===== config.mk =====
export PLATFORM = sky130hd
export DESIGN_NAME = uart_tx_cfg
export DESIGN_NICKNAME = d
export VERILOG_FILES = /design/src/rtl/uart_tx_cfg.sv
export SDC_FILE = /design/constraint.sdc
export NUM_CORES = 1
export LEC_CHECK = 0
export ABC_AREA = 1
export BUFFER_PORTS_ARGS = -buffer_cell sky130_fd_sc_hd__buf_2
export CAP_MARGIN = 20
export CORE_MARGIN = 2
export CORE_UTILIZATION = 45
export DETAILED_ROUTE_END_ITERATION = 16
export SETUP_SLACK_MARGIN = 0.4
export SLEW_MARGIN = 25
export SYNTH_ARGS = -nofsm -noshare
export SYNTH_HDL_FRONTEND = slang
export SYNTH_SLANG_ARGS = --single-unit

===== constraint.sdc =====
create_clock -name CLK -period 4 [get_ports CLK]
set_input_delay 0.6 -clock CLK [delete_from_list [all_inputs] [get_ports CLK]]
set_output_delay 0.6 -clock CLK [all_outputs]
set_load 0.01 [all_outputs]

===== src/rtl/uart_tx_cfg.sv =====
// Configurable UART transmitter: start bit, 5..9 data bits LSB first, optional
// even/odd parity, one or two stop bits, and a per-frame bit-period prescaler.
// Frame settings are captured when a frame is accepted and held until it ends.
module uart_tx_cfg #(
   parameter int unsigned DATA_WIDTH = 8,
   parameter int unsigned PRESCALE_W = 6
) (
   input  logic                  CLK,
   input  logic                  RST,
   input  logic [DATA_WIDTH-1:0] TX_P_DATA,
   input  logic                  TX_Data_valid,
   input  logic                  PAR_EN,
   input  logic                  PAR_TYP,
   input  logic                  STOP2,
   input  logic [PRESCALE_W-1:0] PRESCALE,
   output logic                  TX_OUT,
   output logic                  busy,
   output logic                  TX_done
);

   localparam int unsigned BitCntW = $clog2(DATA_WIDTH + 1);

   typedef enum logic [2:0] {StIdle, StStart, StData, StParity, StStop} state_e;

   state_e                state_q, state_d;
   logic [PRESCALE_W-1:0] pcnt_q, pcnt_d;
   logic [PRESCALE_W-1:0] prescale_q, prescale_d;
   logic [BitCntW-1:0]    bit_cnt_q, bit_cnt_d;
   logic [DATA_WIDTH-1:0] shreg_q, shreg_d;
   logic                  par_bit_q, par_bit_d;
   logic                  par_en_q, par_en_d;
   logic                  stop2_q, stop2_d;
   logic                  armed_q;
   logic                  tx_out_q, tx_out_d;
   logic                  busy_q, busy_d;
   logic                  done_q, done_d;
   logic                  bit_end;
   logic [PRESCALE_W-1:0] pcnt_inc;

   // Next-state, counters, and next values of the registered outputs.
   always_comb begin
      state_d    = state_q;
      pcnt_d     = pcnt_q;
      prescale_d = prescale_q;
      bit_cnt_d  = bit_cnt_q;
      shreg_d    = shreg_q;
      par_bit_d  = par_bit_q;
      par_en_d   = par_en_q;
      stop2_d    = stop2_q;
      tx_out_d   = 1'b1;
      busy_d     = 1'b0;
      done_d     = 1'b0;

      bit_end  = (pcnt_q == prescale_q - PRESCALE_W'(1));
      pcnt_inc = bit_end ? '0 : pcnt_q + PRESCALE_W'(1);

      unique case (state_q)
         StIdle: begin
            // armed_q keeps the reset-release edge from accepting a frame
            if (TX_Data_valid && armed_q) begin
               state_d    = StStart;
               shreg_d    = TX_P_DATA;
               par_bit_d  = (^TX_P_DATA) ^ PAR_TYP;
               par_en_d   = PAR_EN;
               stop2_d    = STOP2;
               prescale_d = (PRESCALE == '0) ? PRESCALE_W'(1) : PRESCALE;
               pcnt_d     = '0;
               bit_cnt_d  = '0;
            end
         end
         StStart: begin
            pcnt_d = pcnt_inc;
            if (bit_end) begin
               state_d   = StData;
               bit_cnt_d = '0;
            end
         end
         StData: begin
            pcnt_d = pcnt_inc;
            if (bit_end) begin
               if (bit_cnt_q == BitCntW'(DATA_WIDTH - 1)) begin
                  state_d   = par_en_q ? StParity : StStop;
                  bit_cnt_d = '0;
               end else begin
                  bit_cnt_d = bit_cnt_q + BitCntW'(1);
                  shreg_d   = shreg_q >> 1;
               end
            end
         end
         StParity: begin
            pcnt_d = pcnt_inc;
            if (bit_end) begin
               state_d   = StStop;
               bit_cnt_d = '0;
            end
         end
         StStop: begin
            pcnt_d = pcnt_inc;
            if (bit_end) begin
               if (bit_cnt_q == BitCntW'(stop2_q)) begin
                  state_d   = StIdle;
                  bit_cnt_d = '0;
               end else begin
                  bit_cnt_d = bit_cnt_q + BitCntW'(1);
               end
            end
         end
         default: state_d = StIdle;
      endcase

      // Outputs are computed from the next state so they can be registered
      // without adding a cycle of latency.
      unique case (state_d)
         StStart:  tx_out_d = 1'b0;
         StData:   tx_out_d = shreg_d[0];
         StParity: tx_out_d = par_bit_d;
         default:  tx_out_d = 1'b1;
      endcase
      busy_d = (state_d != StIdle);
      done_d = (state_d == StStop) && (pcnt_d == prescale_d - PRESCALE_W'(1)) &&
               (bit_cnt_d == BitCntW'(stop2_d));
   end

   // State, counters, latched frame settings and registered outputs.
   always_ff @(posedge CLK) begin
      if (!RST) begin
         state_q    <= StIdle;
         pcnt_q     <= '0;
         prescale_q <= '0;
         bit_cnt_q  <= '0;
         shreg_q    <= '0;
         par_bit_q  <= 1'b0;
         par_en_q   <= 1'b0;
         stop2_q    <= 1'b0;
         armed_q    <= 1'b0;
         tx_out_q   <= 1'b1;
         busy_q     <= 1'b0;
         done_q     <= 1'b0;
      end else begin
         state_q    <= state_d;
         pcnt_q     <= pcnt_d;
         prescale_q <= prescale_d;
         bit_cnt_q  <= bit_cnt_d;
         shreg_q    <= shreg_d;
         par_bit_q  <= par_bit_d;
         par_en_q   <= par_en_d;
         stop2_q    <= stop2_d;
         armed_q    <= 1'b1;
         tx_out_q   <= tx_out_d;
         busy_q     <= busy_d;
         done_q     <= done_d;
      end
   end

   assign TX_OUT  = tx_out_q;
   assign busy    = busy_q;
   assign TX_done = done_q;

endmodule

==> impl_metrics.yaml, run 1 <==
synth:
  synth-seq-cells: 34
  yosys_most_used_dff: "dfxtp_1"
  syn_inst: 380
  syn-num-nets: 404
  yosysSeqAreaShare_pct: 29.0
  synth-edff-count: 0
  synth_cell_types: 31
  netlist_top_cells_area: "dfxtp_1 29%, nand2_1 20%, nand3_1 6.8%"
  async_flop_share_pct: 0
  synthesis.area_um2: 2350
  synth_top_cell_by_area: "dfxtp_1"
  synth_most_common_cell: "nand2_1"
  synth.top_cells.by_count: "127 x nand2_1, 42 x inv_1, 37 x nor2_1, 34 x dfxtp_1, 32 x nand3_1"
  ys_warn_count: 0
  synth.top_cell.area_share_pct: 29.0
  syn_avg_cell_area_um2: 6.18
placed_design:
  place_congestion: 0.812
  dp_hpwl_um: 4360
  dpl_cell_area_um2: 2520
  port_buffers: 22
detailed_routing:
  remaining_drc_errors: 0
  via_per_inst: 4.88
  drtIter0Drc: 150
  vias: 2317
  drtPass1Iterations: 4
  final_antenna_net_count: 0
  wl_per_cell_um: 11.8
  drt-total-wl_um: 5620
cells_and_area:
  layout-drive-gt1-share_pct: 15.6
  final_area_um2: 2610
  diodes: 0
  num-fill-cells: 556
  nNetsFinal: 428
  area_growth_pct: 11.2
  finish.utilization_pct: 51.5
floorplan:
  die_w_um: 76.3
  dieArea_um2: 5820
  core-area_um2: 5070
  die_height_um: 76.3
  initial_core_util_pct: 46.3
  num_rows: 26
  num_io_pins: 23
critical_path:
  crit_arrival_ns: 2.56
  setup.worst_path.start_class: "register"
  ff2ff_path_depth: 11
  crit_start: "prescale_q[0]$_SDFF_PN0_"
  reg2reg_to: "shreg_q[3]$_SDFFE_PN0P_"
  r2r_setup_slack_ns: 1.58
  critPathMaxFanout: 16
  crit_path_end_kind: "register"
  critPathKind: "reg -> reg"
  rr_startpoint: "prescale_q[0]$_SDFF_PN0_"
  cp.required_ns: 4.14
pwr:
  pwr-share-comb_pct: 23.0
  peakVddDrop_mv: 0.231
  p_per_area_nw_per_um2: 314
  internal-power_uw: 560
  pwr-share-clk_pct: 32.8
  power_switching_uw: 262
  leakagePower_nw: 1.24
  p_sw_share_pct: 31.9
  p_seq_share_pct: 44.2
grt:
  grt_max_degree: 30
  global_route.usage.total_pct: 20.7
  grt_pass1_wl_um: 9730
  antenna_found_initial: 0
  grt_pass1_vias: 2093
  grt_overflow: 0
run:
  drv_cap: 0
min_path:
  whs_endpoint: "shreg_q[7]$_SDFFE_PN0P_"
  min_path_cells: 2
  holdCritPathClass: "reg -> reg"
  min_from: "shreg_q[7]$_SDFFE_PN0P_"
clock_network:
  tritoncts: "yes"
  clk-insertion-delay-late_ns: 0.29
  cts_made_buffers: 5
  htree_levels: 2
  cts-hold-fix-buffers: 0
  cts_setup_buffers: 0
  clock_path_buffers: 2
  path_clk_slew_ns: 0.07
  clockRootBuffer: "clkbuf_8"
  cts.sinks: 34
  cts_resized: 0
timing:
  fmax_mhz: 414
  hold_viol: 0
  slew_headroom_pct: 38.8
  setup_viol: 0
  slew_violations: 0
  finalCritPeriodShare_pct: 60.4
  fin_crit_ns: 2.42
  tns_ns: 0
  rsz0062_at_grt: "false"
  worst-slew-pin-transition_ns: 0.912
  final.setup_skew_ns: 0.00378
status:
  outcome: "finished clean"
[stage by stage]
stage | power [mW] | hold slack, ns | cells | setup WS [ns]
global route | 0.871 | 0.499 | 475 | 1.30
CTS | 0.830 | 0.472 | 475 | 1.55
floorplan | 0.510 | 0.441 | 380 | 1.92
detailed placement | 0.560 | 0.461 | 467 | 1.39
global placement | 0.559 | 0.461 | 467 | 1.49
finish | 0.822 | 0.469 | 475 | 1.58
[layout by cell type (no fill, tap or decap), drive strengths merged]
master  Yosys  final
nand3      33     33
nor2       48     48
clkinv      1      3
nand2     133    133
nand4       2      2
xnor2       9      9
or2         2      2
nor3        3      3
xor2        7      7
a31oi       7      7
inv        53     52
a21oi      14     14
o21ai      21     21
and2        1      1
buf         2     22
clkbuf      3      7
o211ai      2      2
ha          4      4
nand3b      1      1
dfxtp      34     34
[worst max path at each step]
stage | slack (ns) | cells after the start | end
after CTS | 1.55 | 11 | shreg_q[3]$_SDFFE_PN0P_
after global placement | 1.49 | 18 | TX_done$_SDFF_PN0_
after detailed placement | 1.39 | 18 | TX_done$_SDFF_PN0_
after floorplan | 1.92 | 17 | TX_done$_SDFF_PN0_
after global routing | 1.30 | 12 | shreg_q[1]$_SDFFE_PN0P_
final | 1.58 | 11 | shreg_q[3]$_SDFFE_PN0P_
[flip-flops by register name, summed over array words and instances (netlist names)]
name,cells
TX_done,1
busy,1
par_en_q,1
state_q,3
shreg_q,8
pcnt_q,6
bit_cnt_q,4
par_bit_q,1
TX_OUT,1
stop2_q,1
prescale_q,6
armed_q,1
[power groups by stage]
stage / Clock (mW) / Sequential, mW / Combinational [mW]
after floorplan: 0 / 0.369 / 0.141
after global placement: 0 / 0.371 / 0.188
after detailed placement: 0 / 0.371 / 0.189
after CTS: 0.277 / 0.363 / 0.190
after global routing: 0.288 / 0.365 / 0.217
final: 0.269 / 0.363 / 0.189
[metal layers]
layer | wire, um | vias up | part of all wire [%] | track usage (%)
met4 | 78 | 0 | 1.4 | 6.00
met3 | 134 | 8 | 2.4 | 3.55
met5 | 0 | - | 0 | 0
met1 | 2650 | 1034 | 47 | 27.1
li1 | - | 1242 | - | -
met2 | 2760 | 33 | 49 | 35.0
[cell families after synthesis]
family / share of synthesized area [%]
compound gates: 10.4
buf+inv: 9.74
xor+xnor: 5.96
flops: 29.0
fa+ha+maj: 2.13
simple gates: 42.8
[final cells by class]
type / count / area [um^2] / share of cell area [%]
clock inverter: 1 / 5.00 / 0.192
tap: 70 / 87.6 / 3.35
timing repair buffer: 22 / 110 / 4.21
multi-input combinational: 287 / 1440 / 55.1
inverter: 54 / 203 / 7.76
clock buffer: 7 / 86.3 / 3.30
sequential: 34 / 681 / 26.1
[critical path, stage by stage, from the launching register on]
cell     delay [ns]
dfxtp_1        0.38
inv_1          0.12
ha_1           0.32
xnor2_1        0.14
nor2_2         0.13
nand3_4        0.15
nor2_8         0.24
nand2_1        0.15
nor2_2         0.27
nor2_1         0.20
nand2_1        0.10
a31oi_1        0.07
(Power assumes the default switching activity.)
==> run 2, diff against run 1 <==
- PLACE_DENSITY: default -> 0.66
- clock period: 4 -> 2.2 ns (I/O delays scaled with it)
==> run 2 against run 1 <==
Compared with the run above:
- global-route usage rose by 1.2 points
- maximum frequency rose by 14%
- final cell count rose by 4.6%
- total power rose by 120%
- core utilization rose by 7.9 points
- non-clock buffer count rose by 21
- via count rose by 5.5%
- largest cell class unchanged
==> impl_metrics.yaml, run 2 (synthesis results as in run 1) <==
cells_and_area:
  layoutNonFillerInstCount: 497
  final_common_cell: "nand2_1"
  area_growth_pct: 28.3
  num-fill-cells: 510
  nNetsFinal: 450
  layout-drive-gt1-share_pct: 29.0
  reg.largest.list: "shreg_q (8), pcnt_q (6), prescale_q (6)"
  largest_reg_flops: 8
  layout_common_cells: "119 x nand2_1, 39 x inv_1, 31 x nor2_1, 29 x dfxtp_1, 26 x nand3_1"
  regMostFlops: "shreg_q"
  diodes: 0
floorplan:
  initial_core_util_pct: 46.3
  die_w_um: 76.3
  die_height_um: 76.3
  core-area_um2: 5070
  num_io_pins: 23
  dieArea_um2: 5820
  num_rows: 26
critical_path:
  crit_path_end_kind: "register"
  critPathTopFamily: "simple AND/OR/NAND/NOR gates"
  crit_path_frequent_cell: "nand2_1"
  cpPeakStageDelay_ns: 0.36
  r2r_setup_slack_ns: 0.09
  crit_slowest_cell: "dfxtp_4"
  ff2ff_path_depth: 14
  cp.required_ns: 2.43
  setup.worst_path.start_class: "register"
  path_cells: "inv_4, ha_4, xnor2_2, nor2_2, nand3_4, nor2_8, inv_2, nand2_1, nand3_1, nand2_1, nand3_2, nor2_2, nand2_1, nor2_1"
  critPathKind: "reg -> reg"
  rr_startpoint: "prescale_q[1]$_SDFF_PN0_"
  reg2reg_to: "TX_done$_SDFF_PN0_"
  crit_arrival_ns: 2.34
  crit_start: "prescale_q[1]$_SDFF_PN0_"
  critPathMaxFanout: 7
  path_buf_inv: 2
run:
  drv_cap: 0
timing:
  final.setup_skew_ns: 0.00557
  worst-slew-pin-transition_ns: 0.420
  finalCritPeriodShare_pct: 96.1
  hold_viol: 0
  finalWorstSetupSlack_ns: 0.0861
  setup_viol: 0
  fmax_mhz: 473
  rsz0062_at_grt: "true"
  fin_crit_ns: 2.11
  slew_violations: 0
  slew_headroom_pct: 71.7
pwr:
  p_seq_share_pct: 36.9
  p_sw_share_pct: 28.5
  pwr-share-clk_pct: 40.7
  leakagePower_nw: 1.43
  pwr-share-comb_pct: 22.4
  power_switching_uw: 509
  p_per_area_nw_per_um2: 593
  total_power_mw: 1.79
  peakVddDrop_mv: 0.409
  internal-power_mw: 1.28
min_path:
  whs_endpoint: "armed_q$_DFF_P_"
  holdCritPathClass: "in -> reg"
  min_from: "RST"
  min_path_cells: 1
clock_network:
  path_clk_slew_ns: 0.07
  clk-insertion-delay-late_ns: 0.29
  tritoncts: "yes"
  htree_levels: 2
  clock_path_buffers: 2
  cts.sinks: 34
  cts_made_buffers: 5
  clockRootBuffer: "clkbuf_8"
grt:
  global_route.usage.total_pct: 21.9
  grt_pass1_vias: 2401
  grt_overflow: 0
  grt_pass1_wl_um: 10400
  grt_max_degree: 18
  antenna_found_initial: 0
detailed_routing:
  final_antenna_net_count: 0
  remaining_drc_errors: 0
  wl_per_cell_um: 12.3
  via_per_inst: 4.92
  drtPass1Iterations: 4
  vias: 2445
  drtIter0Drc: 108
  drt-total-wl_um: 6090
placed_design:
  port_buffers: 22
  dp_hpwl_um: 4400
  place_congestion: 0.930
  dp_cells: 470
  pre_cts_slack_ns: 0.0196
status:
  outcome: "finished clean"
==> run 2: cell count changes in the layout (fill, tap and decap cells not counted), sizes merged <==
cell    before  now
clkbuf       7    6
clkinv       3    0
inv         52   54
buf         22   43
bufinv       0    2
nor2        48   49
==> run 2: how the worst max path moves through the flow <==
| stage | end | slack, ns | depth (start not counted) |
|---|---|---|---|
| after global placement | TX_OUT$_SDFF_PN1_ | 0.03 | 12 |
| after detailed placement | TX_done$_SDFF_PN0_ | 0.02 | 12 |
| final | TX_done$_SDFF_PN0_ | 0.09 | 14 |
| after floorplan | TX_done$_SDFF_PN0_ | 0.34 | 15 |
| after global routing | TX_done$_SDFF_PN0_ | -0.02 | 14 |
| after CTS | TX_done$_SDFF_PN0_ | 0.22 | 15 |
==> run 2: stage by stage <==
step | util (%) | hold WS [ns] | instance area, um^2 | setup TNS, ns
CTS | 57.5 | 0.213 | 2920 | 0
detailed placement | 51.4 | 0.473 | 2610 | 0
finish | 59.4 | 0.218 | 3010 | 0
global route | 59.4 | 0.216 | 3010 | -0.0291
global placement | 51.4 | 0.457 | 2610 | 0
floorplan | - | 0.358 | 2410 | 0
==> run 2: power groups by stage <==
stage / Clock [mW] / Sequential (mW) / Combinational, mW
2_1_floorplan: 0 / 0.671 / 0.268
3_3_place_gp: 0 / 0.675 / 0.361
3_5_place_dp: 0 / 0.675 / 0.361
4_1_cts: 0.734 / 0.660 / 0.387
5_1_grt: 0.765 / 0.663 / 0.452
6_report: 0.727 / 0.660 / 0.401
==> run 2: area by class of cell <==
type / count / area [um^2] / area share, %
Inverter: 54 / 210 / 6.97
Sequential cell: 34 / 692 / 23.0
Multi-Input combinational cell: 288 / 1600 / 53.1
Tap cell: 70 / 87.6 / 2.91
Clock buffer: 6 / 82.6 / 2.74
Clock inverter: 2 / 60.1 / 1.99
Timing Repair Buffer: 43 / 283 / 9.38
==> run 2: repair_timing <==
| action | 4_1_cts | 5_1_grt |
|---|---|---|
| gates resized for setup | 18 | 20 |
| cloned | 1 | 0 |
| buffers inserted | 13 | 5 |
| pin swaps | 13 | 19 |
| hold buffers | 0 | 0 |
| endpoints found under the setup margin | 19 | 18 |
==> run 2: metal layers <==
layer / track usage, % / routed length, um / vias up
li1: - / - / 1286
met1: 25.4 / 2730 / 1107
met2: 39.7 / 3070 / 39
met3: 4.50 / 166 / 13
met4: 7.45 / 125 / 0
met5: 0 / 0 / -
==> run 3, diff against run 2 <==
- GPL_TIMING_DRIVEN: default -> 0
- RECOVER_POWER: default -> 50
==> run 3 against run 2 <==
Compared with the run above:
- final area grew 2.9%
- final cell count is the same
- first-iteration DRC count shrank 4.6%
- clock power shrank 31%
- maximum frequency shrank 1.2%
- routed wire length grew 4.8%
- worst hold slack gained 0.055 ns
- critical path type unchanged
- highest routed layer unchanged
==> impl_metrics.yaml, run 3 (synthesis results as in run 1) <==
status:
  outcome: "finished clean"
critical_path:
  crit_slowest_cell: "dfxtp_2"
  rr_startpoint: "prescale_q[1]$_SDFF_PN0_"
  r2r_setup_slack_ns: 0.06
  cp.required_ns: 2.44
  crit_path_frequent_cell: "nand2_1"
  path_cells: "inv_2, ha_4, xnor2_2, nor2_2, nand3_4, nor2_8, buf_6, nand2_2, xnor2_1, nand2_1, nand2_1, nor2_1, nand2_1, nor2_1"
  ff2ff_path_depth: 14
  reg2reg_to: "TX_done$_SDFF_PN0_"
  crit_arrival_ns: 2.38
  critPathKind: "reg -> reg"
  setup.worst_path.start_class: "register"
  critPathMaxFanout: 7
  cpPeakStageDelay_ns: 0.36
  crit_path_end_kind: "register"
timing:
  fmax_mhz: 468
  final.setup_skew_ns: 0.0102
  tns_ns: 0
  setup_viol: 0
  slew_headroom_pct: 54.8
  fin_crit_ns: 2.14
  hold_viol: 0
  worst-slew-pin-transition_ns: 0.679
  finalCritPeriodShare_pct: 97.2
  rsz0062_at_grt: "true"
  slew_violations: 0
cells_and_area:
  regMostFlops: "shreg_q"
  nNetsFinal: 450
  reg.largest.list: "shreg_q (8), pcnt_q (6), prescale_q (6)"
  layoutNonFillerInstCount: 497
  layout_common_cells: "108 x nand2_1, 40 x inv_1, 30 x nor2_1, 28 x dfxtp_1, 26 x nand3_1"
  layout-drive-gt1-share_pct: 31.1
  largest_reg_flops: 8
  diodes: 0
  area_growth_pct: 31.9
  final_common_cell: "nand2_1"
detailed_routing:
  remaining_drc_errors: 0
  via_per_inst: 4.96
  wl_per_cell_um: 12.8
  final_antenna_net_count: 0
  drt-total-wl_um: 6390
  vias: 2465
  drtIter0Drc: 103
  drtPass1Iterations: 5
min_path:
  whs_endpoint: "armed_q$_DFF_P_"
  min_path_cells: 1
  min_from: "RST"
  holdCritPathClass: "in -> reg"
placed_design:
  dp_cells: 472
  place_congestion: 0.845
  dp_hpwl_um: 4410
  port_buffers: 22
clock_network:
  cts_made_buffers: 5
  clk-insertion-delay-late_ns: 0.30
  path_clk_slew_ns: 0.08
  clockRootBuffer: "clkbuf_8"
  cts.sinks: 34
  tritoncts: "yes"
  cts-hold-fix-buffers: 0
  htree_levels: 2
  clock_path_buffers: 2
grt:
  grt_pass1_vias: 2363
  busiest_layer: "met2"
  grtUsageMet3_pct: 4.15
  antenna_found_initial: 0
  grt_pass1_wl_um: 10400
  met2_usage_pct: 38.2
  global_route.usage.total_pct: 22.1
  grt_overflow: 0
  gr-usage-met1_pct: 27.0
  grt_max_degree: 12
pwr:
  peakVddDrop_mv: 0.405
  leakagePower_nw: 1.45
  p_per_area_nw_per_um2: 513
floorplan:
  initial_core_util_pct: 46.3
  die_w_um: 76.3
  core-area_um2: 5070
  dieArea_um2: 5820
  die_height_um: 76.3
  num_io_pins: 23
  num_rows: 26
run:
  drv_cap: 0
==> run 3: cell types whose count changed in the layout (fill, tap and decap cells not counted), moves of 4 or more <==
cell / previous run / this run
nand2_4: 4 / 10
nand2_2: 10 / 15
nor2_4: 7 / 12
nor2_2: 10 / 5
buf_2: 22 / 18
buf_4: 17 / 12
clkbuf_1: 0 / 7
nand2_1: 119 / 108
==> run 3: critical path: cells and delay by family (launching register included) <==
| kind | cells | cell delay (ns) |
|---|---|---|
| flip-flops | 1 | 0.36 |
| AND/OR/NAND/NOR | 9 | 1.03 |
| adder cells (fa/ha/maj) | 1 | 0.21 |
| buffers and inverters | 2 | 0.24 |
| XOR/XNOR | 2 | 0.24 |
==> run 3: per-layer routing <==
metal | wire, um | vias up
met5 | 0 | -
met4 | 153 | 0
met3 | 148 | 14
met2 | 3210 | 31
met1 | 2870 | 1131
li1 | - | 1289
==> run 3: through the flow <==
step           hold WS [ns]  instance area (um^2)  utilization, %  worst slack, ns  total power, mW
2_1_floorplan         0.358                  2410               -            0.342            0.940
3_3_place_gp          0.454                  2610            51.5          -0.0381             1.03
3_5_place_dp          0.453                  2610            51.5          -0.0699             1.04
4_1_cts               0.216                  2880            56.8            0.134             1.56
5_1_grt               0.284                  3100            61.1          -0.0633             1.68
6_report              0.273                  3100            61.1           0.0615             1.59
==> run 3: layout make-up <==
cell class	count	area (um^2)
clock buffers	6	82.6
plain buffers	5	27.5
multi-input cells	287	1740
well taps	70	87.6
flip-flops and latches	34	691
clock inverters	2	12.5
repair buffers	39	251
fillers	494	1970
inverters	54	208
==> run 3: power by group <==
part	switching, mW	internal, mW	leakage, nW	total (mW)
clock network	0.251	0.252	0.0472	0.503
logic	0.260	0.164	1.12	0.424
registers	0.0218	0.641	0.280	0.662
total	0.533	1.06	1.45	1.59
==> run 3: repair_timing <==
action,in CTS,in global routing
buffers inserted,12,4
gates resized for setup,24,51
gates cloned,1,0
endpoints found under the setup margin,19,21
pin swaps,12,19
==> run 3: worst max-delay path by stage <==
stage	from	to	slack [ns]	depth (start not counted)
floorplan	prescale_q[0]$_SDFF_PN0_	TX_done$_SDFF_PN0_	0.34	15
global placement	state_q[1]$_SDFF_PN0_	TX_done$_SDFF_PN0_	-0.04	18
detailed placement	state_q[1]$_SDFF_PN0_	TX_done$_SDFF_PN0_	-0.07	18
CTS	state_q[2]$_SDFF_PN0_	TX_done$_SDFF_PN0_	0.13	18
global route	prescale_q[1]$_SDFF_PN0_	TX_done$_SDFF_PN0_	-0.06	14
finish	prescale_q[1]$_SDFF_PN0_	TX_done$_SDFF_PN0_	0.06	14
